File: src/rtl/dist_pkg.sv
// Shared types, widths and arithmetic helpers for the four-lane SAD distance block.
// Lanes and the top level import this so widths and saturation behaviour stay in one place.
package dist_pkg;

  localparam int DATA_WIDTH   = 16;
  localparam int FEAT_WIDTH   = 16;
  localparam int NUM_COEF_DEF = 13;
  localparam int NUM_LANES    = 4;

  typedef enum logic [1:0] {
    IDLE  = 2'd0,
    ACCUM = 2'd1,
    EMIT  = 2'd2,
    ERR   = 2'd3
  } dist_state_e;

  typedef logic [DATA_WIDTH-1:0]        dist_t;
  typedef logic signed [FEAT_WIDTH-1:0] feat_t;
  typedef logic [FEAT_WIDTH-1:0]        mag_t;

  function automatic dist_t sat_add(input dist_t a, input dist_t b);
    logic [DATA_WIDTH:0] s;
    s = {1'b0, a} + {1'b0, b};
    return s[DATA_WIDTH] ? '1 : s[DATA_WIDTH-1:0];
  endfunction

  // Difference taken one bit wider so the full signed range never overflows.
  function automatic mag_t abs_diff(input feat_t a, input feat_t b);
    logic [FEAT_WIDTH:0] d;
    logic [FEAT_WIDTH:0] n;
    d = {a[FEAT_WIDTH-1], a} - {b[FEAT_WIDTH-1], b};
    n = '0 - d;
    return d[FEAT_WIDTH] ? n[FEAT_WIDTH-1:0] : d[FEAT_WIDTH-1:0];
  endfunction

endpackage

File: src/rtl/dist4_sad_accum_if.sv
// Beat/result bundle between the feature source, the SAD block and the minimum search.
// No backpressure: a beat is taken every cycle feat_valid is high; results are one-cycle strobes.
interface dist4_sad_accum_if;
  import dist_pkg::*;

  feat_t feat_data;
  feat_t tmpl_data_1;
  feat_t tmpl_data_2;
  feat_t tmpl_data_3;
  feat_t tmpl_data_4;
  logic  feat_valid;
  logic  feat_last;
  logic  frame_abort;

  dist_t distance_DATA_1;
  dist_t distance_DATA_2;
  dist_t distance_DATA_3;
  dist_t distance_DATA_4;
  logic  distance_EN_1;
  logic  distance_EN_2;
  logic  distance_EN_3;
  logic  distance_EN_4;
  logic  frame_err;

  modport master (
    output feat_data, tmpl_data_1, tmpl_data_2, tmpl_data_3, tmpl_data_4,
    output feat_valid, feat_last, frame_abort,
    input  distance_DATA_1, distance_DATA_2, distance_DATA_3, distance_DATA_4,
    input  distance_EN_1, distance_EN_2, distance_EN_3, distance_EN_4, frame_err
  );

  modport slave (
    input  feat_data, tmpl_data_1, tmpl_data_2, tmpl_data_3, tmpl_data_4,
    input  feat_valid, feat_last, frame_abort,
    output distance_DATA_1, distance_DATA_2, distance_DATA_3, distance_DATA_4,
    output distance_EN_1, distance_EN_2, distance_EN_3, distance_EN_4, frame_err
  );

endinterface

File: src/rtl/dist4_sad_accum_sad_lane.sv
// One SAD lane: stage-1 absolute-difference register and stage-2 saturating accumulator.
// sum_o is the accumulator plus the registered term, used by the top to capture a final result.
module sad_lane
  import dist_pkg::*;
(
  input  logic  clk,
  input  logic  rst_n,
  input  feat_t feat_i,
  input  feat_t tmpl_i,
  input  logic  acc_load,
  input  logic  acc_add,
  input  logic  acc_clr,
  output dist_t sum_o
);

  mag_t  diff_d, diff_q;
  dist_t acc_d, acc_q;
  dist_t term;

  always_comb begin
    diff_d = abs_diff(feat_i, tmpl_i);
    term   = dist_t'(diff_q);
    sum_o  = sat_add(acc_q, term);
    acc_d  = acc_q;
    if (acc_clr) begin
      acc_d = '0;
    end else if (acc_load) begin
      acc_d = term;
    end else if (acc_add) begin
      acc_d = sum_o;
    end
  end

  always_ff @(posedge clk or negedge rst_n) begin
    if (!rst_n) begin
      diff_q <= '0;
      acc_q  <= '0;
    end else begin
      diff_q <= diff_d;
      acc_q  <= acc_d;
    end
  end

endmodule

File: src/rtl/dist4_sad_accum.sv
// Four-template SAD accumulator: two-stage pipeline, frame-length checking FSM and result registers.
// A frame's last beat at cycle T shows up as distance_EN / frame_err at T+2.
module dist4_sad_accum
  import dist_pkg::*;
#(
  parameter int NUM_COEF = NUM_COEF_DEF
) (
  input  logic                clk,
  input  logic                rst_n,
  dist4_sad_accum_if.slave    bus,
  output dist_state_e         dbg_state,
  output logic [7:0]          dbg_coef_cnt
);

  // Stage 1 control: beat qualifier and last flag aligned with the lane difference registers.
  logic v1_d, v1_q;
  logic l1_d, l1_q;

  dist_state_e state_d, state_q;
  logic [7:0]  cnt_d, cnt_q;
  logic [8:0]  cnt_inc;
  logic        cnt_hit;
  logic        err_d, err_q;
  logic        acc_load, acc_add, acc_clr, emit_load;
  logic        en;

  feat_t tmpl_arr [NUM_LANES];
  dist_t lane_sum [NUM_LANES];
  dist_t dist_d   [NUM_LANES];
  dist_t dist_q   [NUM_LANES];

  assign tmpl_arr[0] = bus.tmpl_data_1;
  assign tmpl_arr[1] = bus.tmpl_data_2;
  assign tmpl_arr[2] = bus.tmpl_data_3;
  assign tmpl_arr[3] = bus.tmpl_data_4;

  for (genvar k = 0; k < NUM_LANES; k++) begin : g_lane
    sad_lane u_lane (
      .clk      (clk),
      .rst_n    (rst_n),
      .feat_i   (bus.feat_data),
      .tmpl_i   (tmpl_arr[k]),
      .acc_load (acc_load),
      .acc_add  (acc_add),
      .acc_clr  (acc_clr),
      .sum_o    (lane_sum[k])
    );
  end

  always_comb begin
    v1_d = bus.feat_valid & ~bus.frame_abort;
    l1_d = bus.feat_valid & bus.feat_last;
  end

  always_ff @(posedge clk or negedge rst_n) begin
    if (!rst_n) begin
      v1_q <= 1'b0;
      l1_q <= 1'b0;
    end else begin
      v1_q <= v1_d;
      l1_q <= l1_d;
    end
  end

  // FSM state register.
  always_ff @(posedge clk or negedge rst_n) begin
    if (!rst_n) begin
      state_q <= IDLE;
    end else begin
      state_q <= state_d;
    end
  end

  // Next state plus lane, counter and result-capture controls.
  always_comb begin
    state_d   = state_q;
    cnt_d     = cnt_q;
    acc_load  = 1'b0;
    acc_add   = 1'b0;
    acc_clr   = 1'b0;
    emit_load = 1'b0;
    err_d     = 1'b0;
    cnt_inc   = {1'b0, cnt_q} + 9'd1;
    cnt_hit   = (cnt_inc == 9'(NUM_COEF));
    if (bus.frame_abort) begin
      // The beat sitting in stage 1 belongs to the aborted frame and is dropped here.
      state_d = IDLE;
      cnt_d   = '0;
      acc_clr = 1'b1;
    end else begin
      case (state_q)
        IDLE, EMIT: begin
          state_d = IDLE;
          if (v1_q) begin
            acc_load = 1'b1;
            if (l1_q) begin
              err_d = 1'b1;
              cnt_d = '0;
            end else begin
              cnt_d   = 8'd1;
              state_d = ACCUM;
            end
          end
        end
        ACCUM: begin
          if (v1_q) begin
            acc_add = 1'b1;
            cnt_d   = cnt_inc[7:0];
            if (l1_q && cnt_hit) begin
              emit_load = 1'b1;
              cnt_d     = '0;
              state_d   = EMIT;
            end else if (l1_q) begin
              err_d   = 1'b1;
              cnt_d   = '0;
              state_d = IDLE;
            end else if (cnt_hit) begin
              // Frame ran long: flush until the source finally marks a last beat.
              err_d   = 1'b1;
              cnt_d   = '0;
              state_d = ERR;
            end
          end
        end
        ERR: begin
          if (v1_q && l1_q) begin
            state_d = IDLE;
          end
        end
        default: state_d = IDLE;
      endcase
    end
  end

  // FSM outputs.
  always_comb begin
    en = (state_q == EMIT);
  end

  always_comb begin
    for (int k = 0; k < NUM_LANES; k++) begin
      dist_d[k] = emit_load ? lane_sum[k] : dist_q[k];
    end
  end

  always_ff @(posedge clk or negedge rst_n) begin
    if (!rst_n) begin
      cnt_q <= '0;
      err_q <= 1'b0;
      for (int k = 0; k < NUM_LANES; k++) begin
        dist_q[k] <= '0;
      end
    end else begin
      cnt_q <= cnt_d;
      err_q <= err_d;
      for (int k = 0; k < NUM_LANES; k++) begin
        dist_q[k] <= dist_d[k];
      end
    end
  end

  assign bus.distance_DATA_1 = dist_q[0];
  assign bus.distance_DATA_2 = dist_q[1];
  assign bus.distance_DATA_3 = dist_q[2];
  assign bus.distance_DATA_4 = dist_q[3];
  assign bus.distance_EN_1   = en;
  assign bus.distance_EN_2   = en;
  assign bus.distance_EN_3   = en;
  assign bus.distance_EN_4   = en;
  assign bus.frame_err       = err_q;
  assign dbg_state           = state_q;
  assign dbg_coef_cnt        = cnt_q;

endmodule

File: src/flat_wrapper.sv
// flat-port wrapper written by rule: the top's interface ports become plain ports
module dist4_sad_accum_flat import dist_pkg::*;
#(
  parameter int NUM_COEF = NUM_COEF_DEF
)
  (clk, rst_n, dbg_state, dbg_coef_cnt, bus_feat_data, bus_tmpl_data_1, bus_tmpl_data_2, bus_tmpl_data_3, bus_tmpl_data_4, bus_feat_valid, bus_feat_last, bus_frame_abort, bus_distance_DATA_1, bus_distance_DATA_2, bus_distance_DATA_3, bus_distance_DATA_4, bus_distance_EN_1, bus_distance_EN_2, bus_distance_EN_3, bus_distance_EN_4, bus_frame_err);
  dist4_sad_accum_if bus_i ();
  input  logic clk;
  input  logic rst_n;
  output dist_state_e dbg_state;
  output logic [7:0] dbg_coef_cnt;
  input wire logic [$bits(bus_i.feat_data)-1:0] bus_feat_data;
  input wire logic [$bits(bus_i.tmpl_data_1)-1:0] bus_tmpl_data_1;
  input wire logic [$bits(bus_i.tmpl_data_2)-1:0] bus_tmpl_data_2;
  input wire logic [$bits(bus_i.tmpl_data_3)-1:0] bus_tmpl_data_3;
  input wire logic [$bits(bus_i.tmpl_data_4)-1:0] bus_tmpl_data_4;
  input wire logic [$bits(bus_i.feat_valid)-1:0] bus_feat_valid;
  input wire logic [$bits(bus_i.feat_last)-1:0] bus_feat_last;
  input wire logic [$bits(bus_i.frame_abort)-1:0] bus_frame_abort;
  output wire logic [$bits(bus_i.distance_DATA_1)-1:0] bus_distance_DATA_1;
  output wire logic [$bits(bus_i.distance_DATA_2)-1:0] bus_distance_DATA_2;
  output wire logic [$bits(bus_i.distance_DATA_3)-1:0] bus_distance_DATA_3;
  output wire logic [$bits(bus_i.distance_DATA_4)-1:0] bus_distance_DATA_4;
  output wire logic [$bits(bus_i.distance_EN_1)-1:0] bus_distance_EN_1;
  output wire logic [$bits(bus_i.distance_EN_2)-1:0] bus_distance_EN_2;
  output wire logic [$bits(bus_i.distance_EN_3)-1:0] bus_distance_EN_3;
  output wire logic [$bits(bus_i.distance_EN_4)-1:0] bus_distance_EN_4;
  output wire logic [$bits(bus_i.frame_err)-1:0] bus_frame_err;
  assign bus_i.feat_data = bus_feat_data;
  assign bus_i.tmpl_data_1 = bus_tmpl_data_1;
  assign bus_i.tmpl_data_2 = bus_tmpl_data_2;
  assign bus_i.tmpl_data_3 = bus_tmpl_data_3;
  assign bus_i.tmpl_data_4 = bus_tmpl_data_4;
  assign bus_i.feat_valid = bus_feat_valid;
  assign bus_i.feat_last = bus_feat_last;
  assign bus_i.frame_abort = bus_frame_abort;
  assign bus_distance_DATA_1 = bus_i.distance_DATA_1;
  assign bus_distance_DATA_2 = bus_i.distance_DATA_2;
  assign bus_distance_DATA_3 = bus_i.distance_DATA_3;
  assign bus_distance_DATA_4 = bus_i.distance_DATA_4;
  assign bus_distance_EN_1 = bus_i.distance_EN_1;
  assign bus_distance_EN_2 = bus_i.distance_EN_2;
  assign bus_distance_EN_3 = bus_i.distance_EN_3;
  assign bus_distance_EN_4 = bus_i.distance_EN_4;
  assign bus_frame_err = bus_i.frame_err;
  dist4_sad_accum #(.NUM_COEF(NUM_COEF)) u_core (.clk(clk), .rst_n(rst_n), .bus(bus_i), .dbg_state(dbg_state), .dbg_coef_cnt(dbg_coef_cnt));
endmodule
File: config.mk
export PLATFORM = sky130hd
export DESIGN_NAME = dist4_sad_accum_flat
export DESIGN_NICKNAME = d
export VERILOG_FILES = /design/src/rtl/dist_pkg.sv /design/src/rtl/dist4_sad_accum_if.sv /design/src/rtl/dist4_sad_accum_sad_lane.sv /design/src/rtl/dist4_sad_accum.sv /design/src/flat_wrapper.sv
export SDC_FILE = /design/constraint.sdc
export NUM_CORES = 1
export LEC_CHECK = 0
export BUFFER_PORTS_ARGS = -buffer_cell sky130_fd_sc_hd__buf_2
export CAP_MARGIN = 20
export CORE_AREA = 2 2 152 191
export DETAILED_ROUTE_END_ITERATION = 8
export DIE_AREA = 0 0 154 193
export GPL_ROUTABILITY_DRIVEN = 0
export PLACE_DENSITY = 0.72
export SYNTH_ARGS = -nofsm -noshare
export SYNTH_HDL_FRONTEND = slang
export SYNTH_SLANG_ARGS = --single-unit
File: constraint.sdc
create_clock -name clk -period 7.5 [get_ports clk]
set_clock_uncertainty 0.15 [all_clocks]
set_input_delay 1.5 -clock clk [delete_from_list [all_inputs] [get_ports clk]]
set_output_delay 1.5 -clock clk [all_outputs]
set_load 0.02 [all_outputs]
==> results of run 1 <==
[sequential cells by signal, summed over array words and instances (netlist names)]
| name | cells |
|---|---|
| u_core.g_lane.u_lane.acc_q | 64 |
| u_core.bus.distance_DATA_1 | 16 |
| u_core.bus.distance_DATA_2 | 16 |
| u_core.bus.distance_DATA_3 | 16 |
| u_core.bus.distance_DATA_4 | 16 |
| u_core.bus.frame_err | 1 |
| u_core.l1_q | 1 |
| u_core.dbg_state | 2 |
| u_core.g_lane.u_lane.diff_q | 64 |
| u_core.dbg_coef_cnt | 8 |
| u_core.v1_q | 1 |
[worst max-delay path: stages]
cell and delay [ps]:
buf_2 100, inv_1 250, ha_1 250, inv_1 60
fa_1 420, a211o_1 310, a211oi_2 330, nor2_2 100
xor2_1 180, or4b_4 580, or4b_4 500, a2111o_1 430
nor2_1 120, xor2_1 140
[power by group]
group / internal [W] / switching, W / leakage [nW]
combinational: 0.000715 / 0.00105 / 5.43
clock: 0.000719 / 0.000431 / 0.363
sequential: 0.00127 / 0.000151 / 2.68
[final cells by class]
type,instances,area [um2],share of cell area [%]
multi-input cells,1379,9306,54.71
flip-flops and latches,205,5130,30.16
repair buffers,177,949.7,5.583
clock buffers,24,536.8,3.156
well taps,355,444.2,2.611
inverters,114,427.9,2.516
clock inverters,12,215.2,1.265
[path summary, 6_finish.rpt]
path                       cells after the start                                            to  slack, ps                                   startpoint
max in group asynchronous                      3   u_core.g_lane[1].u_lane.diff_q[6]$_DFF_PN0_       4830                                        rst_n
setup / recovery                              14  u_core.g_lane[2].u_lane.diff_q[15]$_DFF_PN0_       2510                             bus_feat_data[0]
min in group asynchronous                      1     u_core.bus.distance_DATA_4[1]$_DFFE_PN0P_        740                                        rst_n
setup reg to reg                              11  u_core.g_lane[0].u_lane.acc_q[9]$_DFFE_PN0P_       3440  u_core.g_lane[0].u_lane.diff_q[0]$_DFF_PN0_
hold reg to reg                                2    u_core.bus.distance_DATA_4[13]$_DFFE_PN0P_        310   u_core.bus.distance_DATA_4[13]$_DFFE_PN0P_
hold / removal                                 2    u_core.bus.distance_DATA_4[13]$_DFFE_PN0P_        310   u_core.bus.distance_DATA_4[13]$_DFFE_PN0P_
[through the flow]
stage / power (W) / instance area (um2) / setup WS, ps / hold slack [ps] / instances
finish: 0.004339 / 17010 / 2505 / 314.6 / 2266
global route: 0.004623 / 17010 / 2350 / 343.7 / 2266
CTS: 0.004334 / 16980 / 2524 / 321.2 / 2265
detailed placement: 0.003168 / 16230 / 2004 / 307.0 / 2229
global placement: 0.003124 / 16230 / 2098 / 299.4 / 2229
floorplan: 0.002717 / 15110 / 2549 / 302.6 / 1765
[per-layer routing]
layer	vias to the layer above	routed length, um	GRT usage (%)
met5	-	0	0
met4	0	983	7.333
met3	63	2130	2.593
met2	440	17220	42.26
met1	6302	18050	35.70
li1	6585	-	-
[cells in the final DEF (no fill, tap or decap), drive strengths merged, types with 15 or more instances in the layout]
cell type / count
a211oi: 15
a21o: 57
a21oi: 118
a31oi: 56
and2: 16
and3: 26
buf: 176
clkbuf: 25
dfrtp: 205
ha: 136
inv: 114
nand2: 136
nand2b: 19
nand3: 31
nor2: 165
nor2b: 22
nor3: 46
o21a: 19
o21ai: 154
o31ai: 19
xnor2: 85
xor2: 63
[cell families (layout without fill, tap and decap cells)]
kind of cell	after synthesis	in the layout	share of synthesized area, %
xor gates and xnor gates	148	148	8.580
buffers and inverters	181	327	4.580
muxes	12	12	0.8365
AOI/OAI and AO/OA	552	552	23.31
adders and majority gates	144	144	12.32
DFF	205	205	33.96
and+or+nand+nor	523	523	16.41
==> results.txt, run 1 <==
most frequent cells after synthesis = 205 x dfrtp_1, 164 x nor2_1, 152 x o21ai_0
initial DRC count = 724
Setup crit start kind = input port
first-pass GRT wire length = 62490 um
CP arrival = 5270 ps
worst slew pin tran = 1009 ps
drt wl/cell = 16.94 um
number of clock sinks = 205
Total Wirelength = 38390 um
unique cell type count in the Yosys netlist = 71
Yosys reg bits = 205
die area = 29720 um2
Congestion Overflow GR = 0
hold crit path type = reg -> reg
Max-Cap Viols = 0
ant diodes = 0
EDFF count, synth = 0
Final nets = 2126
CTS tree = built
Leakage Power = 8.479 nW
CTS root buffer = clkbuf_16
fmax = 0.2002 GHz
cell taking the most area after synthesis = dfrtp_1
top cells by area, synth = dfrtp_1 34%, ha_1 11%, o21ai_0 5.0%
post-layout minimum cycle time = 4995 ps
RSZ-0062 raised after global routing = false
synthesized area per cell = 8.559 um2
via count = 13390
top-count cell post-synth = dfrtp_1
largest net degree at the start of global routing = 134
Mapped Nets = 1994
post-DR vias/cell = 5.909
Seq/Total Area, Yosys = 33.96%
Power Density = 255.1 nW/um2
Area Overhead vs Synth = 12.60%
# DRC = 0
Tcrit/Tclk final = 66.60%
# setup viols final = 0
HPWL after DPL = 28480 um
total setup buffers inserted after CTS = 0
outcome = finished clean
remaining antenna violation count = 0
number of global-route vias before repair = 12508
DIE WIDTH = 154 um
Worst-path clk slew = 60 ps
Max Slew Vio Count = 0
async set or reset register ratio after synthesis = 100.0%
proportion of layout cells with a drive suffix above 1 = 12.72%
yosys warns = 0
Peak VDD IR = 0.0001594 V
core area = 28060 um2
maximum fanout along the worst path = 5
post-synth top area share = 33.96%
cells after synthesis = 1765
Critical Path End Type = flop
clk buf depth = 3
Netlist Area Pre-Place = 15110 um2
io pins = 164
cts hold-fix bufs = 0
clk_lat worst skew = 500 ps
H-Tree Depth = 1
initial core utilization = 53.84%
Synth Flop Type = dfrtp_1
relative slew slack = 30.82%
sum of negative setup slack = 0 ps
total track usage = 25.48%
Die Span Y = 193 um
TritonCTS Buffers = 20
Cell Rows = 69
FILL cells = 2415
final hold vios = 0
IO buf count = 163
initial antenna violation count = 0
final core occ = 60.62%
WS Path Type = in -> reg
post-CTS sizing = 0
CP required = 7780 ps
drt pass-1 iters = 5
Note: power is estimated with default switching activity, not from simulation.
==> run 2, diff against run 1 <==
ABC_AREA = 1   (was not set)
CORE_AREA = 2 2 159 200   (was 2 2 152 191)
DIE_AREA = 0 0 161 202   (was 0 0 154 193)
clock period = 4.86 ns   (was 7.5 ns; I/O delays follow)
==> run 2 against run 1 <==
Clock-buffer cell count is 2 lower. Area after synthesis is 10% higher. Synthesized cell count is 37% higher. Worst setup slack worse by 1100 ps. Worst hold slack better by 14 ps. Via count is 18% higher. Global-route usage is 0.73 points higher. Clock power is 43% higher. Sequential share of layout area is 2.5 points lower. Die area is 9.4% higher.
==> results.txt, run 2 <==
outcome = finished clean (unchanged)
Critical Path Slowest Stage Cell = nor3_4 (was or4b_4)
Max-Cap Viols = 0 (unchanged)
Max Slew Vio Count = 0 (unchanged)
total track usage = 26.20% (was 25.48%)
worst slew pin tran = 1025 ps (was 1009 ps)
CTS root buffer = clkbuf_16 (unchanged)
worst r2r src = u_core.dbg_coef_cnt[0]$_DFFE_PN0P_ (was u_core.g_lane[0].u_lane.diff_q[0]$_DFF_PN0_)
final hold vios = 0 (unchanged)
Worst-path clk slew = 70 ps (was 60 ps)
via count = 15744 (was 13390)
number of clock sinks = 205 (unchanged)
Setup crit start kind = flop (was input port)
most frequent cells in the layout = 736 x nand2_1, 307 x inv_1, 217 x nor2_1, 205 x dfrtp_1, 162 x buf_2 (was 205 x dfrtp_1, 162 x nor2_1, 162 x buf_2, 152 x o21ai_0)
Comb power frac = 46.3% (was 40.7%)
post-DR vias/cell = 5.274 (was 5.909)
most common cell after layout, fill and taps aside = nand2_1 (was dfrtp_1)
CTS tree = built (unchanged)
worst hold stages = 2 (unchanged)
post-synth top area share = 30.75% (was 33.96%)
fin area = 18540 um2 (was 17010 um2)
number of global-route vias before repair = 15222 (was 12508)
relative slew slack = 31.70% (was 30.82%)
WP buf/inv = 4 (was 3)
Hold Path End = u_core.bus.distance_DATA_4[11]$_DFFE_PN0P_ (was u_core.bus.distance_DATA_4[13]$_DFFE_PN0P_)
most frequent cells after synthesis = 736 x nand2_1, 307 x inv_1, 219 x nor2_1 (was 205 x dfrtp_1, 164 x nor2_1, 152 x o21ai_0)
Critical Path End Type = flop (unchanged)
Area Overhead vs Synth = 11.12% (was 12.60%)
P_sw = 0.003109 W (was 0.001632 W)
Die Span Y = 202 um (was 193 um)
sum of negative setup slack = 0 ps (unchanged)
Congestion Overflow GR = 0 (unchanged)
sw frac = 42.90% (was 37.60%)
H-Tree Depth = 1 (unchanged)
met3 WL = 2123 um (was 2130 um)
RSZ-0062 raised after global routing = false (unchanged)
hold_ws = 328.2 ps (was 314.6 ps)
R2R depth = 16 (was 11)
hold crit path type = reg -> reg (unchanged)
drt wl/cell = 14.24 um (was 16.94 um)
initial antenna violation count = 0 (unchanged)
synthesized area per cell = 6.890 um2 (was 8.559 um2)
Leakage Power = 10.55 nW (was 8.479 nW)
CP required = 5110 ps (was 7780 ps)
cell taking the most area after synthesis = dfrtp_1 (unchanged)
core area = 30630 um2 (was 28060 um2)
crit path from = u_core.dbg_coef_cnt[0]$_DFFE_PN0P_ (was bus_feat_data[0])
final core occ = 60.52% (was 60.62%)
# placed instances = 2948 (was 2229)
WS Path Type = reg -> reg (was in -> reg)
Yosys reg bits = 205 (unchanged)
Power Density = 391.0 nW/um2 (was 255.1 nW/um2)
largest net degree at the start of global routing = 117 (was 134)
Netlist Area Pre-Place = 16680 um2 (was 15110 um2)
CP arrival = 3710 ps (was 5270 ps)
clk_lat worst skew = 510 ps (was 500 ps)
Cell Rows = 72 (was 69)
first-pass GRT wire length = 71300 um (was 62490 um)
remaining antenna violation count = 0 (unchanged)
# DRC = 0 (unchanged)
io pins = 164 (unchanged)
unique cell type count in the Yosys netlist = 56 (was 71)
placed instance area = 17820 um2 (was 16230 um2)
Tcrit/Tclk final = 71.23%
EDFF count, synth = 0 (unchanged)
WL met1 = 19760 um (was 18050 um)
initial core utilization = 54.46% (was 53.84%)
post-CTS sizing = 0 (unchanged)
HPWL after DPL = 33050 um (was 28480 um)
CP dominant cell by count = nand2_1
Total Wirelength = 42520 um (was 38390 um)
DIE WIDTH = 161 um (was 154 um)
top-count cell post-synth = nand2_1 (was dfrtp_1)
CP Cell Sequence = ha_1, nand2_1, inv_1, nand2_1, nand2_1, nand2_1, nand2_1, nor2_1, nand3_2, inv_1, ha_1, inv_1, nor3_4, inv_2, nand2_1, nand2_1 (was buf_2, inv_1, ha_1, inv_1, fa_1, a211o_1, a211oi_2, nor2_2, xor2_1, or4b_4, or4b_4, a2111o_1, nor2_1, xor2_1)
Peak VDD IR = 0.0002263 V (was 0.0001594 V)
met2 WL = 19480 um (was 17220 um)
Seq/Total Area, Yosys = 30.75% (was 33.96%)
worst hold start = u_core.bus.distance_DATA_4[11]$_DFFE_PN0P_ (was u_core.bus.distance_DATA_4[13]$_DFFE_PN0P_)
post-layout minimum cycle time = 3462 ps
max layer used = met4 (unchanged)
TritonCTS Buffers = 20 (unchanged)
drt pass-1 iters = 7 (was 5)
initial DRC count = 1040 (was 724)
fmax = 0.2889 GHz
cts hold-fix bufs = 0 (unchanged)
Synth Flop Type = dfrtp_1 (unchanged)
yosys warns = 0 (unchanged)
cells after synthesis = 2421 (was 1765)
IO buf count = 163 (unchanged)
share of power burned in registers = 31.0% (was 32.8%)
maximum fanout along the worst path = 42 (was 5)
FILL cells = 2949 (was 2415)
top cells by area, synth = dfrtp_1 31%, nand2_1 17%, ha_1 10% (was dfrtp_1 34%, ha_1 11%, o21ai_0 5.0%)
Mapped Nets = 2650 (was 1994)
# setup viols final = 0 (unchanged)
total setup buffers inserted after CTS = 0 (unchanged)
R2R Setup Slk = 1400 ps (was 3440 ps)
ant diodes = 0 (unchanged)
cell family with most CP delay = simple AND/OR/NAND/NOR gates (unchanged)
slowest stage delay, CP = 770 ps (was 580 ps)
reg2reg end = u_core.bus.distance_DATA_1[15]$_DFFE_PN0P_ (was u_core.g_lane[0].u_lane.acc_q[9]$_DFFE_PN0P_)
Internal Pwr Total = 0.004139 W (was 0.002708 W)
Final nets = 2793 (was 2126)
Largest regs = u_core.g_lane.u_lane.acc_q (64), u_core.g_lane.u_lane.diff_q (64) (unchanged)
async set or reset register ratio after synthesis = 100.0% (unchanged)
clock group share of total power = 22.7% (was 26.5%)
proportion of layout cells with a drive suffix above 1 = 12.26% (was 12.72%)
die area = 32520 um2 (was 29720 um2)
final std cells w/o fill = 2985 (was 2266)
clk buf depth = 3 (unchanged)
## run 2: cell count changes after synthesis, moves of 18 or more
cell,previous run,this run
a21o_1,57,25
a21oi_1,118,92
a31oi_1,56,21
and3_1,26,0
clkbuf_1,60,23
inv_1,114,307
nand2_1,136,736
nand2_2,0,30
nand2b_1,19,1
nand3_1,31,157
nor2_1,164,219
nor2b_1,22,0
o21ai_1,2,22
xnor2_1,85,30
## run 2: through the flow
step / power [W] / setup WS [ps]
final: 0.007248 / 1398
after floorplan: 0.004783 / 1828
after CTS: 0.007239 / 1351
after global placement: 0.005487 / 1342
after detailed placement: 0.005563 / 1259
after global routing: 0.007829 / 1010
## run 2: cell type report
class / instances / area [um2] / share of cell area [%]
Clock buffer: 22 / 539.3 / 2.909
Clock inverter: 14 / 160.2 / 0.8640
Inverter: 320 / 1201 / 6.480
Multi-Input combinational cell: 1843 / 10060 / 54.30
Sequential cell: 205 / 5130 / 27.67
Tap cell: 407 / 509.2 / 2.747
Timing Repair Buffer: 174 / 932.1 / 5.029
## run 2: layer usage
| metal | vias up | track usage (%) |
|---|---|---|
| met5 | - | 0 |
| met1 | 7166 | 35.57 |
| li1 | 8058 | - |
| met2 | 445 | 44.45 |
| met3 | 75 | 2.175 |
| met4 | 0 | 8.450 |
## run 2: worst max-delay path by stage
| stage | end | slack [ps] | cells after the start |
|---|---|---|---|
| after floorplan | u_core.g_lane[3].u_lane.diff_q[8]$_DFF_PN0_ | 1830 | 17 |
| after detailed placement | u_core.g_lane[3].u_lane.diff_q[13]$_DFF_PN0_ | 1260 | 19 |
| after CTS | u_core.bus.distance_DATA_1[15]$_DFFE_PN0P_ | 1350 | 16 |
| after global placement | u_core.g_lane[2].u_lane.diff_q[14]$_DFF_PN0_ | 1340 | 17 |
| after global routing | u_core.bus.distance_DATA_1[3]$_DFFE_PN0P_ | 1010 | 16 |
| final | u_core.bus.distance_DATA_1[15]$_DFFE_PN0P_ | 1400 | 16 |
## run 2: worst reg2reg max path: stages, from the launching register on
cell and delay, ps:
dfrtp_1 440, ha_1 250, nand2_1 70, inv_1 50, nand2_1 50, nand2_1 50
nand2_1 70, nand2_1 50, nor2_1 130, nand3_2 130, inv_1 70, ha_1 130
inv_1 80, nor3_4 770, inv_2 590, nand2_1 220, nand2_1 70
## run 2: power by group through the flow
stage | Combinational, W | Sequential, W | Clock (W)
floorplan | 0.00260 | 0.00218 | 0
global placement | 0.00323 | 0.00226 | 0
detailed placement | 0.00330 | 0.00227 | 0
CTS | 0.00332 | 0.00224 | 0.00169
global route | 0.00380 | 0.00228 | 0.00175
finish | 0.00335 | 0.00225 | 0.00164
## run 2: cell families after synthesis
family / Yosys count / synth area share (%)
simple gates: 1268 / 32.25
buf+inv: 373 / 8.971
compound gates: 342 / 11.93
flops: 205 / 30.75
fa+ha+maj: 144 / 11.16
xor+xnor: 89 / 4.943
